$ cat config.mk
export PLATFORM = sky130hd
export DESIGN_NAME = nubus_cpu_arbiter
export DESIGN_NICKNAME = d
export VERILOG_FILES = /design/src/rtl/nubus_cpu_arbiter.sv
export SDC_FILE = /design/constraint.sdc
export NUM_CORES = 1
export LEC_CHECK = 0
export BUFFER_PORTS_ARGS = -buffer_cell sky130_fd_sc_hd__buf_2
export CAP_MARGIN = 20
export CORE_MARGIN = 2
export CORE_UTILIZATION = 47
export DETAILED_ROUTE_END_ITERATION = 16
export PLACE_DENSITY = 0.8
export SYNTH_ARGS = -nofsm -noshare
export SYNTH_HDL_FRONTEND = slang
export SYNTH_SLANG_ARGS = --single-unit
$ cat constraint.sdc
create_clock -name nub_clkn -period 2.33 [get_ports nub_clkn]
set_input_delay 0.233 -clock nub_clkn [delete_from_list [all_inputs] [get_ports nub_clkn]]
set_output_delay 0.233 -clock nub_clkn [all_outputs]
set_load 0.05 [all_outputs]
$ cat src/rtl/nubus_cpu_arbiter.sv
// Arbitrates two requesters onto the single NuBus master cpu port.
// Selection is round-robin, locked sequences are honoured, and BUSY is bounded by a watchdog.
module nubus_cpu_arbiter #(
    parameter int unsigned TIMEOUT_CLOCKS = 255
) (
    input  logic        nub_clkn,
    input  logic        nub_resetn,
    input  logic        r0_valid,
    input  logic [31:0] r0_addr,
    input  logic [31:0] r0_wdata,
    input  logic [3:0]  r0_wstrb,
    input  logic        r0_lock,
    output logic        r0_ready,
    output logic [31:0] r0_rdata,
    output logic        r0_err,
    input  logic        r1_valid,
    input  logic [31:0] r1_addr,
    input  logic [31:0] r1_wdata,
    input  logic [3:0]  r1_wstrb,
    input  logic        r1_lock,
    output logic        r1_ready,
    output logic [31:0] r1_rdata,
    output logic        r1_err,
    output logic        cpu_valid,
    output logic [31:0] cpu_addr,
    output logic [31:0] cpu_wdata,
    output logic [3:0]  cpu_wstrb,
    output logic        cpu_lock,
    input  logic        cpu_ready,
    input  logic [31:0] cpu_rdata,
    output logic [1:0]  grant
);
    typedef enum logic [1:0] {IDLE = 2'd0, BUSY = 2'd1, DONE = 2'd2} state_t;

    localparam logic [15:0] WD_LAST = 16'(TIMEOUT_CLOCKS - 1);

    state_t      state_reg, state_next;
    logic [15:0] wd_reg;
    logic        locked_reg;
    logic        last_reg;
    logic [1:0]  grant_reg;
    logic [31:0] addr_reg, wdata_reg;
    logic [3:0]  wstrb_reg;
    logic        lock_reg;

    logic elig0, elig1, pick1, req_any, complete, timeout;

    // last_reg doubles as the lock owner: only the last grantee may hold the bus.
    always_comb begin
        elig0    = r0_valid && (!locked_reg || !last_reg);
        elig1    = r1_valid && (!locked_reg ||  last_reg);
        pick1    = elig1 && (!elig0 || !last_reg);
        req_any  = elig0 || elig1;
        complete = (state_reg == BUSY) && cpu_ready;
        timeout  = (state_reg == BUSY) && !cpu_ready && (wd_reg == WD_LAST);
    end

    always_ff @(posedge nub_clkn or negedge nub_resetn) begin
        if (!nub_resetn) state_reg <= IDLE;
        else             state_reg <= state_next;
    end

    always_comb begin
        state_next = state_reg;
        case (state_reg)
            IDLE:    if (req_any) state_next = BUSY;
            BUSY:    if (complete || timeout) state_next = DONE;
            DONE:    state_next = IDLE;
            default: state_next = IDLE;
        endcase
    end

    always_ff @(posedge nub_clkn or negedge nub_resetn) begin
        if (!nub_resetn) begin
            wd_reg     <= '0;
            locked_reg <= 1'b0;
            last_reg   <= 1'b1;
            grant_reg  <= 2'b00;
            addr_reg   <= '0;
            wdata_reg  <= '0;
            wstrb_reg  <= '0;
            lock_reg   <= 1'b0;
            r0_ready   <= 1'b0;
            r0_err     <= 1'b0;
            r0_rdata   <= '0;
            r1_ready   <= 1'b0;
            r1_err     <= 1'b0;
            r1_rdata   <= '0;
        end else begin
            r0_ready <= 1'b0;
            r0_err   <= 1'b0;
            r1_ready <= 1'b0;
            r1_err   <= 1'b0;
            case (state_reg)
                IDLE: begin
                    if (req_any) begin
                        grant_reg <= pick1 ? 2'b10 : 2'b01;
                        last_reg  <= pick1;
                        addr_reg  <= pick1 ? r1_addr  : r0_addr;
                        wdata_reg <= pick1 ? r1_wdata : r0_wdata;
                        wstrb_reg <= pick1 ? r1_wstrb : r0_wstrb;
                        lock_reg  <= pick1 ? r1_lock  : r0_lock;
                        wd_reg    <= '0;
                    end
                end
                BUSY: begin
                    if (cpu_ready) begin
                        if (grant_reg[1]) begin
                            r1_ready <= 1'b1;
                            r1_rdata <= cpu_rdata;
                        end else begin
                            r0_ready <= 1'b1;
                            r0_rdata <= cpu_rdata;
                        end
                        locked_reg <= lock_reg;
                    end else if (wd_reg == WD_LAST) begin
                        if (grant_reg[1]) begin
                            r1_ready <= 1'b1;
                            r1_err   <= 1'b1;
                            r1_rdata <= 32'hFFFF_FFFF;
                        end else begin
                            r0_ready <= 1'b1;
                            r0_err   <= 1'b1;
                            r0_rdata <= 32'hFFFF_FFFF;
                        end
                        locked_reg <= 1'b0;
                        lock_reg   <= 1'b0;
                    end else begin
                        wd_reg <= wd_reg + 16'd1;
                    end
                end
                DONE: begin
                    // A held lock keeps ownership visible on the bus between transactions.
                    if (!locked_reg) begin
                        grant_reg <= 2'b00;
                        lock_reg  <= 1'b0;
                    end
                end
                default: ;
            endcase
        end
    end

    always_comb begin
        cpu_valid = (state_reg == BUSY);
        cpu_addr  = addr_reg;
        cpu_wdata = wdata_reg;
        cpu_wstrb = wstrb_reg;
        cpu_lock  = lock_reg;
        grant     = grant_reg;
    end
endmodule

==> reports/results.tsv <==
stage	metric	value	unit
floorplan	Ports	315	
synth	syn nets	880	
cts	Post CTS Setup Buffer Count	0	
timing	crit path time final	2.08	ns
min_path	Hold/Removal Path Class	primary input to flip-flop	
synth	Post-Syn Instances	698	
timing	Slew Limit Fails	0	
timing	Rel. slew slack	53.8	%
synth	asr flop ratio synth	100	%
synth	flops & latches, synth	159	
routing	total routed wirelength	20700	um
power	Seq pwr share	28.0	%
floorplan	row count	44	
place	GP Congestion	0.930	
routing	via count	6580	
cts	root buffer cell	clkbuf_16	
global_routing	vias in the first global route	6347	
timing	setup violators final	0	
global_routing	largest net degree at the start of global routing	138	
job	Max-Cap Viols	0	
cells_and_area	commonest non-fill, non-tap cell in the layout	buf_2	
critical_path	CP arrival	2.38	ns
power	switching power share of the total	51.4	%
cells_and_area	most frequent cells in the layout	buf_2 (313), dfrtp_1 (158), nand2_1 (152)	
global_routing	first-pass GRT wire length	32900	um
power	Cell Int Power	8.27	mW
global_routing	total congestion overflow	0	
routing	# DRC	0	
power	P_sw	8.75	mW
cells_and_area	area growth from synthesis to layout	34.5	%
run_status	status	finished, final reports clean	
timing	setup_tns	0	ns
synth	Post-synth EDFFs	0	
synth	Mapped Area	7050	um^2
cells_and_area	number of fill cells in the layout	1186	
cts	Max clock buf depth	2	
routing	via/cell ratio	5.48	
critical_path	CP Launch Type	flip-flop	
cells_and_area	post-route non-filler standard cell count	1200	
global_routing	initial antenna violation count	4	
global_routing	GRT Overall Usage	26.0	%
cts	clk sink count	159	
cts	CTS tree	yes	
power	Pwr Density	1790	nW/um^2
synth	Ys Warns	0	
timing	Final Hold Vio Count	0	
timing	maximum clock frequency	481	MHz
floorplan	die area	16000	um^2
timing	Worst Tran Pin Value	0.693	ns
power	Leak	4.47	nW
routing	initial drt markers	458	
synth	Synth Area per Inst	10.1	um^2
cts	CTS Buf Count	17	
power	Logic pwr share	53.9	%
synth	post-synthesis sequential area ratio	56.5	%
place	Post-DP HPWL	14700	um
routing	DRT Pass-1 Iters	4	
critical_path	Setup Crit Path Kind	flip-flop to flip-flop	
cts	Clk pin slew, worst setup/hold paths	0.07	ns
floorplan	initial core utilization	48.3	%
synth	Synth cell types	49	
cells_and_area	final-stage net count	1180	
timing	Final Skew	0.0112	ns
place	Placed Cells	1162	
timing	RSZ-0062 raised after global routing	no	
floorplan	Core Area	14600	um^2
power	clock share of power	18.1	%
power	VDD IR max	1.22	mV
critical_path	Crit. End Element	flip-flop	
cells_and_area	layout cells sized above 1	37.6	%
place	number of port buffers	314	
timing	Min Hold Slack	0.0523	ns
routing	Routed wire per std cell	17.3	um
cts	# H-tree levels	4	
floorplan	Die Wd	126	um
timing	period utilisation layout	89.2	%
cts	worst skew pair latency	0.42	ns
critical_path	worst path required time	2.63	ns
critical_path	critical path fanouts, max	7	
synth	Synth Flop Type	dfrtp_1	
routing	antenna-violating nets left	0	
floorplan	Chip Height	126	um
## power by group through the flow
| stage | clock network [mW] | registers, mW | logic (mW) |
|---|---|---|---|
| 2_1_floorplan | 0 | 8.84 | 2.79 |
| 4_1_cts | 3.13 | 4.75 | 9.22 |
| 6_report | 3.08 | 4.76 | 9.18 |
| 3_3_place_gp | 0 | 4.73 | 9.08 |
| 5_1_grt | 3.27 | 4.91 | 9.76 |
| 3_5_place_dp | 0 | 4.76 | 9.21 |
## path summary, 6_finish.rpt
check	start	to	slack, ns	depth (start not counted)
max in group asynchronous	nub_resetn	last_reg	1.25	3
min reg2reg	r1_rdata[31]	r1_rdata[31]	0.49	1
max reg2reg	state_reg[0]	wd_reg[9]	0.25	7
min	r1_wdata[11]	cpu_wdata[11]	0.05	3
min in group asynchronous	nub_resetn	r0_rdata[3]	0.34	2
max	state_reg[0]	wd_reg[9]	0.25	7
## cells by family (layout without fill, tap and decap cells)
| logic type | after synthesis | after routing | synth area share, % |
|---|---|---|---|
| and+or+nand+nor | 277 | 277 | 16.7 |
| AOI/OAI and AO/OA | 186 | 186 | 20.5 |
| DFF | 159 | 159 | 56.5 |
| buffers and inverters | 64 | 377 | 4.37 |
| adders and majority gates | 7 | 7 | 1.24 |
| muxes | 5 | 5 | 0.745 |
| other | 0 | 5 | 0 |
## stage by stage
step	utilization [%]	power, mW	cell area [um^2]	worst slack, ns
after floorplan	-	11.6	7050	0.0768
after global placement	60.4	13.8	8810	0.314
after detailed placement	60.4	14.0	8810	0.242
after CTS	64.9	17.1	9470	0.224
after global routing	65.0	17.9	9480	0.0177
final	65.0	17.0	9480	0.252
## what timing repair did
| item | in CTS | in global routing |
|---|---|---|
| setup endpoints to repair | 0 | 2 |
| hold endpoints to repair | 53 | 0 |
| hold buffers | 1 | 0 |
| gates resized for setup | 0 | 2 |
## cell type report
| cell class | count | area [um^2] | area share (%) |
|---|---|---|---|
| multi-input cells | 475 | 2780 | 29.3 |
| repair buffers | 335 | 1790 | 18.9 |
| clock inverters | 15 | 229 | 2.41 |
| diodes | 5 | 12.5 | 0.132 |
| flip-flops and latches | 159 | 3980 | 42.0 |
| clock buffers | 17 | 425 | 4.49 |
| well taps | 184 | 230 | 2.43 |
| inverters | 10 | 37.5 | 0.396 |
## routing by layer
| layer | GRT usage [%] | part of all wire (%) | up-vias |
|---|---|---|---|
| li1 | - | - | 3134 |
| met1 | 31.0 | 38 | 3145 |
| met2 | 43.4 | 50 | 268 |
| met3 | 9.57 | 9.1 | 31 |
| met4 | 8.86 | 2.3 | 2 |
| met5 | 0 | 0.053 | - |
## synth_stat cells, drive strengths merged, types with 2 or more instances
| cell type | count | area [um^2] |
|---|---|---|
| dfrtp | 158 | 3950 |
| nand2 | 153 | 574 |
| nor2 | 83 | 312 |
| a31oi | 68 | 425 |
| o32a | 50 | 500 |
| clkbuf | 29 | 109 |
| buf | 25 | 161 |
| a2bb2oi | 16 | 140 |
| o21ai | 13 | 65.1 |
| a21oi | 9 | 56.3 |
| inv | 9 | 33.8 |
| nand3 | 9 | 45.0 |
| nor3 | 8 | 67.6 |
| ha | 7 | 87.6 |
| nand4 | 5 | 31.3 |
| o311ai | 5 | 43.8 |
| o41ai | 5 | 43.8 |
| o31ai | 4 | 30.0 |
| or3 | 4 | 25.0 |
| a21o | 3 | 22.5 |
| and3 | 3 | 18.8 |
| mux2i | 3 | 30.0 |
| nand2b | 3 | 18.8 |
| o21a | 3 | 22.5 |
| a211o | 2 | 17.5 |
| and4 | 2 | 20.0 |
| mux2 | 2 | 22.5 |
| nand3b | 2 | 15.0 |
| nor4 | 2 | 12.5 |
| nor4b | 2 | 32.5 |
| o211a | 2 | 20.0 |
| o22ai | 2 | 12.5 |
## worst max-delay path, cell delays in order (launching register included)
cell	delay, ns
dfrtp_1	0.41
inv_1	0.11
ha_1	0.21
inv_1	0.14
a211oi_4	0.32
o21ai_1	0.22
buf_4	0.21
o41ai_1	0.33
Note: power is estimated with default switching activity, not from simulation.
